### src/rtl/stream_demux_if.sv
// stream_demux_if: source and sink handshake bundle for stream_demux.
// The slave modport is the demux view; the master modport drives it.
interface stream_demux_if #(
    parameter int DataWidth = 32,
    parameter int Outputs   = 4,
    parameter int SelWidth  = 2
);
    logic                           in_valid;
    logic                           in_ready;
    logic [DataWidth-1:0]           in_data;
    logic [SelWidth-1:0]            in_sel;
    logic [Outputs-1:0]             out_valid;
    logic [Outputs-1:0]             out_ready;
    logic [Outputs*DataWidth-1:0]   out_data;

    modport slave (
        input  in_valid, in_data, in_sel, out_ready,
        output in_ready, out_valid, out_data
    );

    modport master (
        output in_valid, in_data, in_sel, out_ready,
        input  in_ready, out_valid, out_data
    );
endinterface

### src/rtl/stream_demux.sv
// stream_demux: registered 1-to-N valid/ready demux, one holding slot per sink.
// Define STREAM_DEMUX_ERR_EN to add the sticky err/err_sel bad-select capture.
module stream_demux #(
    parameter int DataWidth = 32,
    parameter int Outputs   = 4,
    parameter int SelWidth  = 2
) (
    input  logic                clk,
    input  logic                rst_n,
    stream_demux_if.slave       bus
`ifdef STREAM_DEMUX_ERR_EN
    ,
    output logic                err,
    output logic [SelWidth-1:0] err_sel
`endif
);
    typedef enum logic {
        EMPTY = 1'b0,
        FULL  = 1'b1
    } slot_e;

    slot_e                state_q [Outputs];
    slot_e                state_d [Outputs];
    logic [DataWidth-1:0] data_q  [Outputs];
    logic [DataWidth-1:0] data_d  [Outputs];
    logic [Outputs-1:0]   hit;
    logic                 stall;
    logic                 accept;

    // Out-of-range selects hit no slot, so they never stall.
    always_comb begin
        hit   = '0;
        stall = 1'b0;
        for (int unsigned k = 0; k < Outputs; k++) begin
            if (32'(bus.in_sel) == k) begin
                hit[k] = 1'b1;
                stall  = (state_q[k] == FULL) && !bus.out_ready[k];
            end
        end
    end

    assign bus.in_ready = rst_n && !stall;
    assign accept       = bus.in_valid && bus.in_ready;

    always_comb begin
        for (int unsigned k = 0; k < Outputs; k++) begin
            state_d[k] = state_q[k];
            data_d[k]  = data_q[k];
            unique case (state_q[k])
                EMPTY: begin
                    if (accept && hit[k]) begin
                        state_d[k] = FULL;
                        data_d[k]  = bus.in_data;
                    end
                end
                FULL: begin
                    if (accept && hit[k]) begin
                        data_d[k] = bus.in_data;
                    end else if (bus.out_ready[k]) begin
                        state_d[k] = EMPTY;
                    end
                end
            endcase
        end
    end

    always_comb begin
        bus.out_valid = '0;
        bus.out_data  = '0;
        for (int unsigned k = 0; k < Outputs; k++) begin
            bus.out_valid[k] = (state_q[k] == FULL);
            bus.out_data[k*DataWidth +: DataWidth] = data_q[k];
        end
    end

    always_ff @(posedge clk or negedge rst_n) begin
        if (!rst_n) begin
            for (int unsigned k = 0; k < Outputs; k++) begin
                state_q[k] <= EMPTY;
                data_q[k]  <= '0;
            end
        end else begin
            for (int unsigned k = 0; k < Outputs; k++) begin
                state_q[k] <= state_d[k];
                data_q[k]  <= data_d[k];
            end
        end
    end

`ifdef STREAM_DEMUX_ERR_EN
    logic                err_q;
    logic                err_d;
    logic [SelWidth-1:0] err_sel_q;
    logic [SelWidth-1:0] err_sel_d;

    // Only the first offending select is kept until reset.
    always_comb begin
        err_d     = err_q;
        err_sel_d = err_sel_q;
        if (accept && !(|hit) && !err_q) begin
            err_d     = 1'b1;
            err_sel_d = bus.in_sel;
        end
    end

    always_ff @(posedge clk or negedge rst_n) begin
        if (!rst_n) begin
            err_q     <= 1'b0;
            err_sel_q <= '0;
        end else begin
            err_q     <= err_d;
            err_sel_q <= err_sel_d;
        end
    end

    assign err     = err_q;
    assign err_sel = err_sel_q;
`endif
endmodule

### src/flat_wrapper.sv
// flat-port wrapper written by rule: the top's interface ports become plain ports
module stream_demux_flat 
#(
    parameter int DataWidth = 32,
    parameter int Outputs   = 4,
    parameter int SelWidth  = 2
)
  (clk, rst_n, bus_in_valid, bus_in_data, bus_in_sel, bus_out_ready, bus_in_ready, bus_out_valid, bus_out_data);
  stream_demux_if #(.DataWidth(DataWidth), .Outputs(Outputs), .SelWidth(SelWidth)) bus_i ();
  input  logic clk;
  input  logic rst_n;
  input wire logic [$bits(bus_i.in_valid)-1:0] bus_in_valid;
  input wire logic [$bits(bus_i.in_data)-1:0] bus_in_data;
  input wire logic [$bits(bus_i.in_sel)-1:0] bus_in_sel;
  input wire logic [$bits(bus_i.out_ready)-1:0] bus_out_ready;
  output wire logic [$bits(bus_i.in_ready)-1:0] bus_in_ready;
  output wire logic [$bits(bus_i.out_valid)-1:0] bus_out_valid;
  output wire logic [$bits(bus_i.out_data)-1:0] bus_out_data;
  assign bus_i.in_valid = bus_in_valid;
  assign bus_i.in_data = bus_in_data;
  assign bus_i.in_sel = bus_in_sel;
  assign bus_i.out_ready = bus_out_ready;
  assign bus_in_ready = bus_i.in_ready;
  assign bus_out_valid = bus_i.out_valid;
  assign bus_out_data = bus_i.out_data;
  stream_demux #(.DataWidth(DataWidth), .Outputs(Outputs), .SelWidth(SelWidth)) u_core (.clk(clk), .rst_n(rst_n), .bus(bus_i));
endmodule
### config.mk
export PLATFORM = sky130hd
export DESIGN_NAME = stream_demux_flat
export DESIGN_NICKNAME = d
export VERILOG_FILES = /design/src/rtl/stream_demux_if.sv /design/src/rtl/stream_demux.sv /design/src/flat_wrapper.sv
export SDC_FILE = /design/constraint.sdc
export NUM_CORES = 1
export LEC_CHECK = 0
export ABC_AREA = 1
export CAP_MARGIN = 0
export CORE_UTILIZATION = 45
export CTS_CLUSTER_SIZE = 14
export DETAILED_ROUTE_END_ITERATION = 8
export HOLD_SLACK_MARGIN = 0.05
export PLACE_DENSITY = 0.76
export SYNTH_ARGS = -nofsm -noshare
export SYNTH_HDL_FRONTEND = slang
export SYNTH_SLANG_ARGS = --single-unit
### constraint.sdc
create_clock -name clk -period 1.5 [get_ports clk]
set_input_delay 0.375 -clock clk [delete_from_list [all_inputs] [get_ports clk]]
set_output_delay 0.375 -clock clk [all_outputs]
set_load 0.01 [all_outputs]
* Word level (Yosys, flattened, before mapping)
Index checks and enable logic that the tools add are counted.
Storage, ports and cells: word-level logic and storage cells 59, output and inout bits 133, bits of input ports 41, register bits after elaboration 132
Cells by class: equal/unequal tests 3, reductions and logical operators 16, multiplexer cells 28, bitwise operators 4
Operator list (count):
- two-way mux 32 bit | 4
- two-way mux 1 bit | 20
- logical AND 1 bit | 10
- case mux 1 bit (2 select lines) | 4
- zero test 1 bit | 5
- equality test 2 bit (second input constant) | 2
- inverter 1 bit | 4
- equality test 2 x 1 -> 1 bit (second input constant) | 1
- zero test 2 bit | 1

* Logic depth before layout (Yosys ltp)
Gate-level depths: netlist of the first run.
word-level depth 12, depth in mapped cells 9, mapped depth without buffers 8

* Worst setup path after synthesis of the first run
OpenSTA, ideal clock, no wires.
path type register -> output, start point reg u_core.state_q, in the netlist u_core.bus.out_valid[1], end point out bus_in_ready, path slack 134 ps, data required time 1125 ps, arrival 991 ps, cell stages (with the launch flop) 7, path buffers 1, cells stage by stage dfrtp_1 inv_1 nor2_1 nand2_1 nand3_1 nor2_1 buf_2
On the way: longest elaborated chain between the ends 6
RTL lines:
- start, declared | line stream_demux.sv:22 | slot_e state_q [Outputs];
- start signal, assigned by index | line stream_demux.sv:84 | state_q[k] <= state_d[k];
- logical AND 1 bit | line stream_demux.sv:37 | stall = (state_q[k] == FULL) && !bus.out_ready[k];
- two-way mux 1 bit (3 in a row) | line stream_demux.sv:35 | if (32'(bus.in_sel) == k) begin
- zero test 1 bit | line stream_demux.sv:42 | assign bus.in_ready = rst_n && !stall;
- logical AND 1 bit | line stream_demux.sv:42
- end, declared | line flat_wrapper.sv:16 | output wire logic [$bits(bus_i.in_ready)-1:0] bus_in_ready;
No other way between the ends.

* Worst setup path in the final report of the first run
Same ends and word-level chain as after synthesis.

==> out/qor.yml, run 1 <==
hold_path:
  hp-start: "bus_out_ready[1]"
  min_path_type: "in -> reg"
worst_setup_path:
  cp-startpoint: "u_core.bus.out_valid[1]"
  start_kind: "register"
  cp_cell_sequence: "inv_2, nor2_2, nand2_2, nand3_2, nor2_4, buf_6"
  cpMaxStageDelayCell: "dfrtp_1"
  cpPeakStageDelay_ns: 0.40
  setup.worst_path.class: "reg -> out"
  cp_max_fo: 2
  cp.required_ns: 1.12
  critPathBufInv: 2
  critPathTopFamily: "flip-flops"
  worstPathArrival_ns: 1.31
  critPathCaptureType: "primary output"
  r2r_start: "u_core.bus.out_valid[1]"
synth:
  ys_top_cells_by_count: "263 x nand2_1, 132 x dfrtp_1, 128 x nand4_1"
  yosys_warnings: 0
  syn_inst: 602
  async_reset_ff_share_pct: 100.0
  syn_area_per_cell_um2: 9.170
  synth_cell_types: 16
  synth_most_common_cell: "nand2_1"
  synthTopCellsByArea: "dfrtp_1 60%, nand2_1 18%, nand4_1 15%"
  ys_seq_area_share_pct: 59.84
  syn_area_um2: 5520
  syn-num-nets: 643
  ys_ff_latch: 132
  synth_edf_count: 0
  synth_top_area_cell: "dfrtp_1"
  netlist.area_leader.share_pct: 59.84
  ys.flop_type: "dfrtp_1"
layout:
  utilization_pct: 68.61
  num-nets-final: 822
  drive_above_1_share_pct: 13.02
  area_growth_pct: 48.66
  fillers: 915
  fin_cells: 940
drt:
  wl_per_cell_um: 19.00
  route.detailed.drc: 0
  drt-vias-per-instance: 5.774
  dr.pass1.iters: 5
  wl_um: 17860
  drt_iter0_markers: 433
  vias: 5428
  detail-route-antenna-nets: 0
placement:
  port_buffers: 173
  dp_cells: 898
  place_ws_ns: -0.8368
  dpl.hpwl_um: 10880
  gp_congestion: 0.8418
timing:
  period_share_pct: 112.5
  fin_skew_ns: 0.007542
  rsz0062_at_grt: "true"
  final-hold-violation-count: 0
  maxSlewViolCount: 0
  worst_slack_ns: -0.1876
  final.min_clock_period_ns: 1.688
  clock.fmax_mhz: 592.6
  finalSetupViolations: 133
  maxSlewHeadroom_pct: 69.49
  worst_pin_slew_ns: 0.4576
floorplan:
  num_rows: 40
  start_util_pct: 46.15
  die_area_um2: 12710
  core_area_um2: 11960
  die_y_um: 112.8
  die_w_um: 112.8
  io_pins: 174
power:
  vdd_ir_drop_max_mv: 0.8270
  p_per_area_nw_per_um2: 1399
  leakage_nw: 4.416
cts:
  clock_path_buffers: 2
  numCtsBuffers: 17
  clk_latency_ns: 0.41
  cts.sinks: 132
  cts_tree: "done"
  cts_max_level: 4
  clockRootBuffer: "clkbuf_16"
  path_clk_slew_ns: 0.05
grt:
  grt_use_total_pct: 28.63
  grt_pass1_wl_um: 27970
  grt_pass1_vias: 5180
  grt_start_max_net_pins: 103
  overflow: 0
  antenna_found_initial: 2
flow_run:
  cap_viol_max_count: 0
status:
  outcome: "complete, but fails checks"
  violations: "negative setup slack"
[logic make-up after synthesis]
| group | after synthesis | synth area share (%) |
|---|---|---|
| flip-flops | 132 | 59.84 |
| AO/OA/AOI/OAI | 4 | 0.3627 |
| buffers and inverters | 62 | 5.417 |
| AND/OR/NAND/NOR | 404 | 34.38 |
[cell usage in the layout (no fill, tap or decap), drive strengths merged]
cell type	count
diode	2
nor2	8
clkdlybuf4s50	32
o21ai	4
nand2	263
bufbuf	3
dlygate4sd3	1
dfrtp	132
nand3	1
clkdlybuf4s15	4
inv	9
clkinv	3
nand4	132
buf	40
clkbuf	25
bufinv	2
dlygate4sd2	132
[sequential cells by signal (all words and copies together), names as in the netlist]
name                  count
u_core.bus.out_valid      4
u_core.bus.out_data     128
[power breakdown]
part	switching, W	internal (W)
clock network	0.00145	0.00259
logic	0.00148	0.00123
registers	0.000434	0.00429
total	0.00337	0.00812
[cell type report]
class / count / area, µm² / area share [%]
Clock inverter: 5 / 75.07 / 0.9148
Tap cell: 147 / 183.9 / 2.241
Inverter: 9 / 33.78 / 0.4116
Multi-Input combinational cell: 408 / 2017 / 24.58
Sequential cell: 132 / 3303 / 40.25
Antenna cell: 2 / 5.005 / 0.06098
Timing Repair Buffer: 213 / 2097 / 25.55
Clock buffer: 24 / 491.7 / 5.992
[worst paths after layout]
kind / slack [ns] / cells after the start / endpoint
setup / recovery: -0.19 / 6 / bus_in_ready
hold / removal: 0.32 / 2 / u_core.bus.out_valid[1]
setup reg to reg: -0.15 / 11 / u_core.bus.out_data[21]
hold reg to reg: 0.46 / 2 / u_core.bus.out_data[13]
max in group asynchronous: 0.23 / 4 / u_core.bus.out_data[42]
min in group asynchronous: 0.61 / 3 / u_core.bus.out_data[38]
[routing by layer]
layer	global-route usage, %	vias up	share of wire, %
li1	-	2410	-
met1	38.43	2666	41
met2	45.47	314	48
met3	7.284	38	9.3
met4	9.956	0	2.3
met5	0	-	0
[per-stage QoR]
stage                     setup TNS [ns]  total power, W  cell area, µm²  hold WS [ns]
after detailed placement          -84.89        0.007891            7466        0.4357
after global routing              -24.10         0.01199            8204        0.3323
after CTS                         -6.602         0.01146            8074        0.2996
after floorplan                        0        0.005843            5520       0.07941
final                             -14.95         0.01148            8207        0.3189
after global placement            -80.41        0.007806            7466        0.4305
[repair_timing]
action                                  in CTS  in global routing
cloned                                       4                  2
resized for setup                          169                 26
hold endpoints to repair                    30                  0
setup buffers                                2                  3
pin swaps                                    6                  5
hold buffers                                 1                  0
endpoints found under the setup margin     265                237
(Power assumes the default switching activity.)
==> inputs of run 2 (changes only) <==
--- a/config.mk
+++ b/config.mk
@@ -12,3 +12,3 @@
 export DETAILED_ROUTE_END_ITERATION = 8
-export HOLD_SLACK_MARGIN = 0.05
+export HOLD_SLACK_MARGIN = 0.06
 export PLACE_DENSITY = 0.76
==> constraint.sdc (replaced) <==
create_clock -name clk -period 1.75 [get_ports clk]
set_input_delay 0.4375 -clock clk [delete_from_list [all_inputs] [get_ports clk]]
set_output_delay 0.4375 -clock clk [all_outputs]
set_load 0.02 [all_outputs]
==> run 2 against run 1 <==
Effect of this change: the run still ends with negative setup slack left; clock skew shrank 0.00071 ns; die area is the same; sequential power shrank 14%; cell count grew 0.21%; power shrank 7.4%; worst setup slack gained 0.18 ns; clock-buffer cell count shrank 3; critical endpoint unchanged.
==> out/qor.yml, run 2 (same netlist as run 1, synthesis figures left out) <==
power:
  p_per_area_nw_per_um2: 1310  # -6.4%
  leakage_nw: 4.458  # +0.95%
  vdd_ir_drop_max_mv: 0.6862  # -17%
grt:
  grt_use_total_pct: 27.79  # -0.85 points
  overflow: 0  # unchanged
  grt_pass1_wl_um: 27120  # -3.0%
  grt_pass1_vias: 5040  # -2.7%
  antenna_found_initial: 1  # -1
  grt_start_max_net_pins: 133  # +29%
drt:
  vias: 5342  # -1.6%
  wl_um: 17200  # -3.7%
  drt_iter0_markers: 483  # +12%
  route.detailed.drc: 0  # unchanged
  dr.pass1.iters: 5  # unchanged
  detail-route-antenna-nets: 0  # unchanged
  drt-vias-per-instance: 5.671  # -1.8%
  wl_per_cell_um: 18.26  # -3.9%
cts:
  numCtsBuffers: 17  # unchanged
  cts_max_level: 4  # unchanged
  cts_tree: "done"
  cts.sinks: 132  # unchanged
  clockRootBuffer: "clkbuf_16"
  path_clk_slew_ns: 0.06  # about the same
  clock_path_buffers: 2  # unchanged
  clk_latency_ns: 0.41  # about the same
worst_setup_path:
  worstPathArrival_ns: 1.32  # about the same
  worst-r2r-cell-count: 10  # -1
  reg2reg_slack_ns: 0.20  # +0.35 ns
  cp-startpoint: "u_core.bus.out_valid[2]"
  reg2reg_to: "u_core.bus.out_data[127]"
  cp_max_fo: 2  # unchanged
  critPathCaptureType: "primary output"
  setup.worst_path.class: "reg -> out"
  r2r_start: "u_core.bus.out_valid[0]"
  start_kind: "register"
  cp.required_ns: 1.31  # +0.19 ns
timing:
  rsz0062_at_grt: "true"
  finalSetupViolations: 1  # -99%
  maxSlewViolCount: 0  # unchanged
  final.min_clock_period_ns: 1.757
  fin_skew_ns: 0.006833  # -0.0007092 ns
  worst_pin_slew_ns: 0.7291  # +0.2715 ns
  final-hold-violation-count: 0  # unchanged
  clock.fmax_mhz: 569.2
  period_share_pct: 100.4
  worst_slack_ns: -0.006849  # +0.1807 ns
  maxSlewHeadroom_pct: 51.39  # -18 points
layout:
  regArea_um2: 3303  # unchanged
  area_growth_pct: 47.05
  largest_register_ff_count: 128  # unchanged
  fillers: 971  # +6.1%
  mostFrequentLayoutCell: "nand2_1"
  multi_input_area_um2: 1962  # -2.7%
  num-nets-final: 822  # unchanged
  drive_above_1_share_pct: 12.47  # -0.55 points
  final_cell_mix: "259 x nand2_1, 133 x dlygate4sd2_1, 132 x dfrtp_1"
  utilization_pct: 67.87  # -0.74 points
placement:
  gp_congestion: 0.8464  # +0.55%
  place_ws_ns: -0.4146  # +0.4222 ns
  dpl.hpwl_um: 11350  # +4.3%
  port_buffers: 173  # unchanged
floorplan:
  die_area_um2: 12710  # unchanged
  die_y_um: 112.8  # unchanged
  core_area_um2: 11960  # unchanged
  start_util_pct: 46.15  # unchanged
  num_rows: 40  # unchanged
  die_w_um: 112.8  # unchanged
  io_pins: 174  # unchanged
status:
  violations: "negative setup slack"
  outcome: "complete, but fails checks"
flow_run:
  cap_viol_max_count: 0  # unchanged
hold_path:
  min_path_type: "in -> async"
## run 2: cell count changes in the layout (fill, tap and decap cells not counted), moves of 3 or more
cell	previous run	this run
buf_2	3	0
bufbuf_16	3	0
clkinvlp_4	0	3
nand4_2	0	4
buf_16	3	0
nand2_2	11	4
clkdlybuf4s15_1	4	0
nand4_4	4	0
buf_6	10	2
buf_12	4	10
dlymetal6s2s_1	0	3
nand2_1	251	259
buf_4	19	31
## run 2: how the worst max path moves through the flow
stage | cells past startpoint | slack (ns) | end
after CTS | 7 | -0.13 | bus_in_ready
final | 6 | -0.007 | bus_in_ready
after detailed placement | 10 | -0.41 | u_core.bus.out_data[90]
after floorplan | 6 | 0.23 | bus_in_ready
after global routing | 6 | -0.07 | bus_in_ready
after global placement | 6 | -0.38 | bus_in_ready
## run 2: stage by stage
step	cells	TNS (ns)	instance area [µm²]	power, W	hold WS, ns
3_5_place_dp	903	-48.77	7551	0.007305	0.4570
5_1_grt	942	-0.06653	8118	0.01109	0.2400
3_3_place_gp	903	-47.43	7551	0.007222	0.4542
6_report	942	-0.006849	8118	0.01063	0.1433
2_1_floorplan	602	0	5520	0.005489	0.1419
4_1_cts	938	-0.1278	8064	0.01068	0.2151
## run 2: timing repair
| action | CTS | global route |
|---|---|---|
| setup buffers | 3 | 4 |
| cloned | 0 | 0 |
| endpoints found under the setup margin | 135 | 2 |
| pin swaps | 3 | 6 |
| hold buffers | 0 | 0 |
| resized for setup | 139 | 17 |
## run 2: final cells by class
cell class                      count  area share [%]
Antenna cell                        1         0.03083
Clock buffer                       21           5.795
Clock inverter                     11           2.142
Inverter                            9          0.4162
Multi-Input combinational cell    408           24.17
Sequential cell                   132           40.69
Tap cell                          147           2.266
Timing Repair Buffer              213           24.49
## run 2: where the power goes
part           internal [W]  switching, W
Combinational       0.00101       0.00175
Clock               0.00251       0.00131
Sequential          0.00368      0.000377
## run 2: critical path, stage by stage (launching register included)
cell,delay [ns]
dfrtp_1,0.40
inv_2,0.06
nor2_1,0.05
nand2_2,0.07
nand3_2,0.09
nor2_4,0.11
buf_6,0.13
## run 2: layer usage
metal  vias to the layer above  wire [µm]  global-route usage (%)
li1                       2412          -                       -
met3                        31       1338                   6.856
met2                       274       8504                   45.23
met1                      2625       7037                   36.66
met4                         0        316                   9.244
met5                         -          0                       0
==> inputs of run 3 (changes only) <==
- HOLD_SLACK_MARGIN: 0.06 -> 0.12
- TNS_END_PERCENT: default -> 100
==> results of run 3 <==
No change in the layout: final DEF, timing and power equal those of run 2.
==> RTL edit: new RTL, settings of run 2 <==
`Outputs` is set to 4 in 3 places; all go to 8.
--- a/src/rtl/stream_demux_if.sv
+++ b/src/rtl/stream_demux_if.sv
@@ -2,7 +2,7 @@
 // The slave modport is the demux view; the master modport drives it.
 interface stream_demux_if #(
     parameter int DataWidth = 32,
-    parameter int Outputs   = 4,
+    parameter int Outputs   = 8,
     parameter int SelWidth  = 2
 );
     logic                           in_valid;
--- a/src/rtl/stream_demux.sv
+++ b/src/rtl/stream_demux.sv
@@ -2,7 +2,7 @@
 // Define STREAM_DEMUX_ERR_EN to add the sticky err/err_sel bad-select capture.
 module stream_demux #(
     parameter int DataWidth = 32,
-    parameter int Outputs   = 4,
+    parameter int Outputs   = 8,
     parameter int SelWidth  = 2
 ) (
     input  logic                clk,
--- a/src/flat_wrapper.sv
+++ b/src/flat_wrapper.sv
@@ -2,7 +2,7 @@
 module stream_demux_flat 
 #(
     parameter int DataWidth = 32,
-    parameter int Outputs   = 4,
+    parameter int Outputs   = 8,
     parameter int SelWidth  = 2
 )
   (clk, rst_n, bus_in_valid, bus_in_data, bus_in_sel, bus_out_ready, bus_in_ready, bus_out_valid, bus_out_data);
Interface: changed (resized bus_out_data, bus_out_ready and bus_out_valid); port bits go from 174 to 310. The function was not compared with the original's and may differ.
==> RTL edit against run 2 <==
The run still ends with negative setup slack left. Sequential cell count rose by 4. Final area rose by 9.0%. Wire length rose by 6.6%. Power rose by 2.1%. Synthesized area rose by 22%. Synthesized cell count rose by 23%. First-iteration DRC count fell by 3.3%. Worst setup slack barely moved. Combinational power rose by 8.0%. Core utilization fell by 7.0 points. Clock power fell by 2%. Via count rose by 4.4%. Highest routed layer unchanged.
==> RTL edit: results (changes against run 2) <==
- Top cells by area, synth: sky130_fd_sc_hd__dfrtp_1, sky130_fd_sc_hd__buf_4, sky130_fd_sc_hd__nand2_1
- First DRT Iteration DRCs: 467 (-3.3%)
- DR WL met2: 8980 um (+5.6%)
- Worst flop-to-flop path startpoint: u_core.bus.out_valid[1]
- Reg2reg setup slack: 130 ps (-70 ps)
- Final critical-path setup slack: -7.33 ps (-0.483 ps)
- Leading cell types by count after synthesis: sky130_fd_sc_hd__nand2_1, sky130_fd_sc_hd__dfrtp_1, sky130_fd_sc_hd__buf_4, sky130_fd_sc_hd__nand4_1, sky130_fd_sc_hd__clkbuf_1
- Vias in the first global route: 5109 (+1.4%)
- Detailed route wirelength on metal3: 1320 um (-1.5%)
- Reported clock group power: 0.00375 W (-2%)
- Net switching power: 0.00364 W (+6.0%)
- Proportion of power drawn by flip-flops and latches: 0.380 (-0.002)
- Layout Cells excl Fill: 1126 (+20%)
- P_leak: 4.96 nW (+11%)
- Maximum fanout along the worst path: 4 (+2)
- Share of synthesized area occupied by flip-flops and latches: 0.507 (-0.0910)
- Total placed instance area: 8310 um2 (+10%)
- GR Util All Layers: 0.246 (-0.0318)
- Outcome: finished, violations left
- Total of hold buffers inserted after clock tree synthesis: 1 (+1)
- Register-to-Register Path Depth: 11 (+1)
- Critical path's largest stage delay: 330 ps (-70 ps)
- Endpoints failing setup: 1 (unchanged)
- Sequential standard cell area: 3400 um2 (+3.0%)
- Post-DR vias/cell: 4.95 (-13%)
- Final sum of negative setup slack: -7.33 ps (-0.483 ps)
- Post-CTS setup buffer count: 1 (-2)
- Start point of the critical path: bus_in_sel[0]
- Total of buffers placed on input and output ports: 181 (+4.6%)
- Mapped Cells: 743 (+23%)
- Fraction of layout cells with a size suffix above 1: 0.104 (-0.0207)
- Number of fill cells: 1330 (+37%)
- Failing checks: negative setup slack
- Initial antenna violation count: 0 (-1)
- Post-synth cell types: 22 (+6)
## RTL edit: changes by cell type after synthesis, moves of 3 or more
cell and change:
sky130_fd_sc_hd__nand4_4 +3, sky130_fd_sc_hd__nand4_2 -3, sky130_fd_sc_hd__buf_1 +8, sky130_fd_sc_hd__buf_4 +119, sky130_fd_sc_hd__buf_6 +12, sky130_fd_sc_hd__buf_2 -3, sky130_fd_sc_hd__clkbuf_1 -8, sky130_fd_sc_hd__inv_1 +5
sky130_fd_sc_hd__dfrtp_1 +4, sky130_fd_sc_hd__nor2_1 +3
## RTL edit: layout make-up
| type | count | share of cell area |
|---|---|---|
| sequential | 136 | 0.385 |
| timing repair buffer | 222 | 0.230 |
| clock buffer | 22 | 0.0525 |
| inverter | 13 | 0.00552 |
| tap | 184 | 0.0260 |
| clock inverter | 9 | 0.0167 |
| multi-input combinational | 540 | 0.285 |
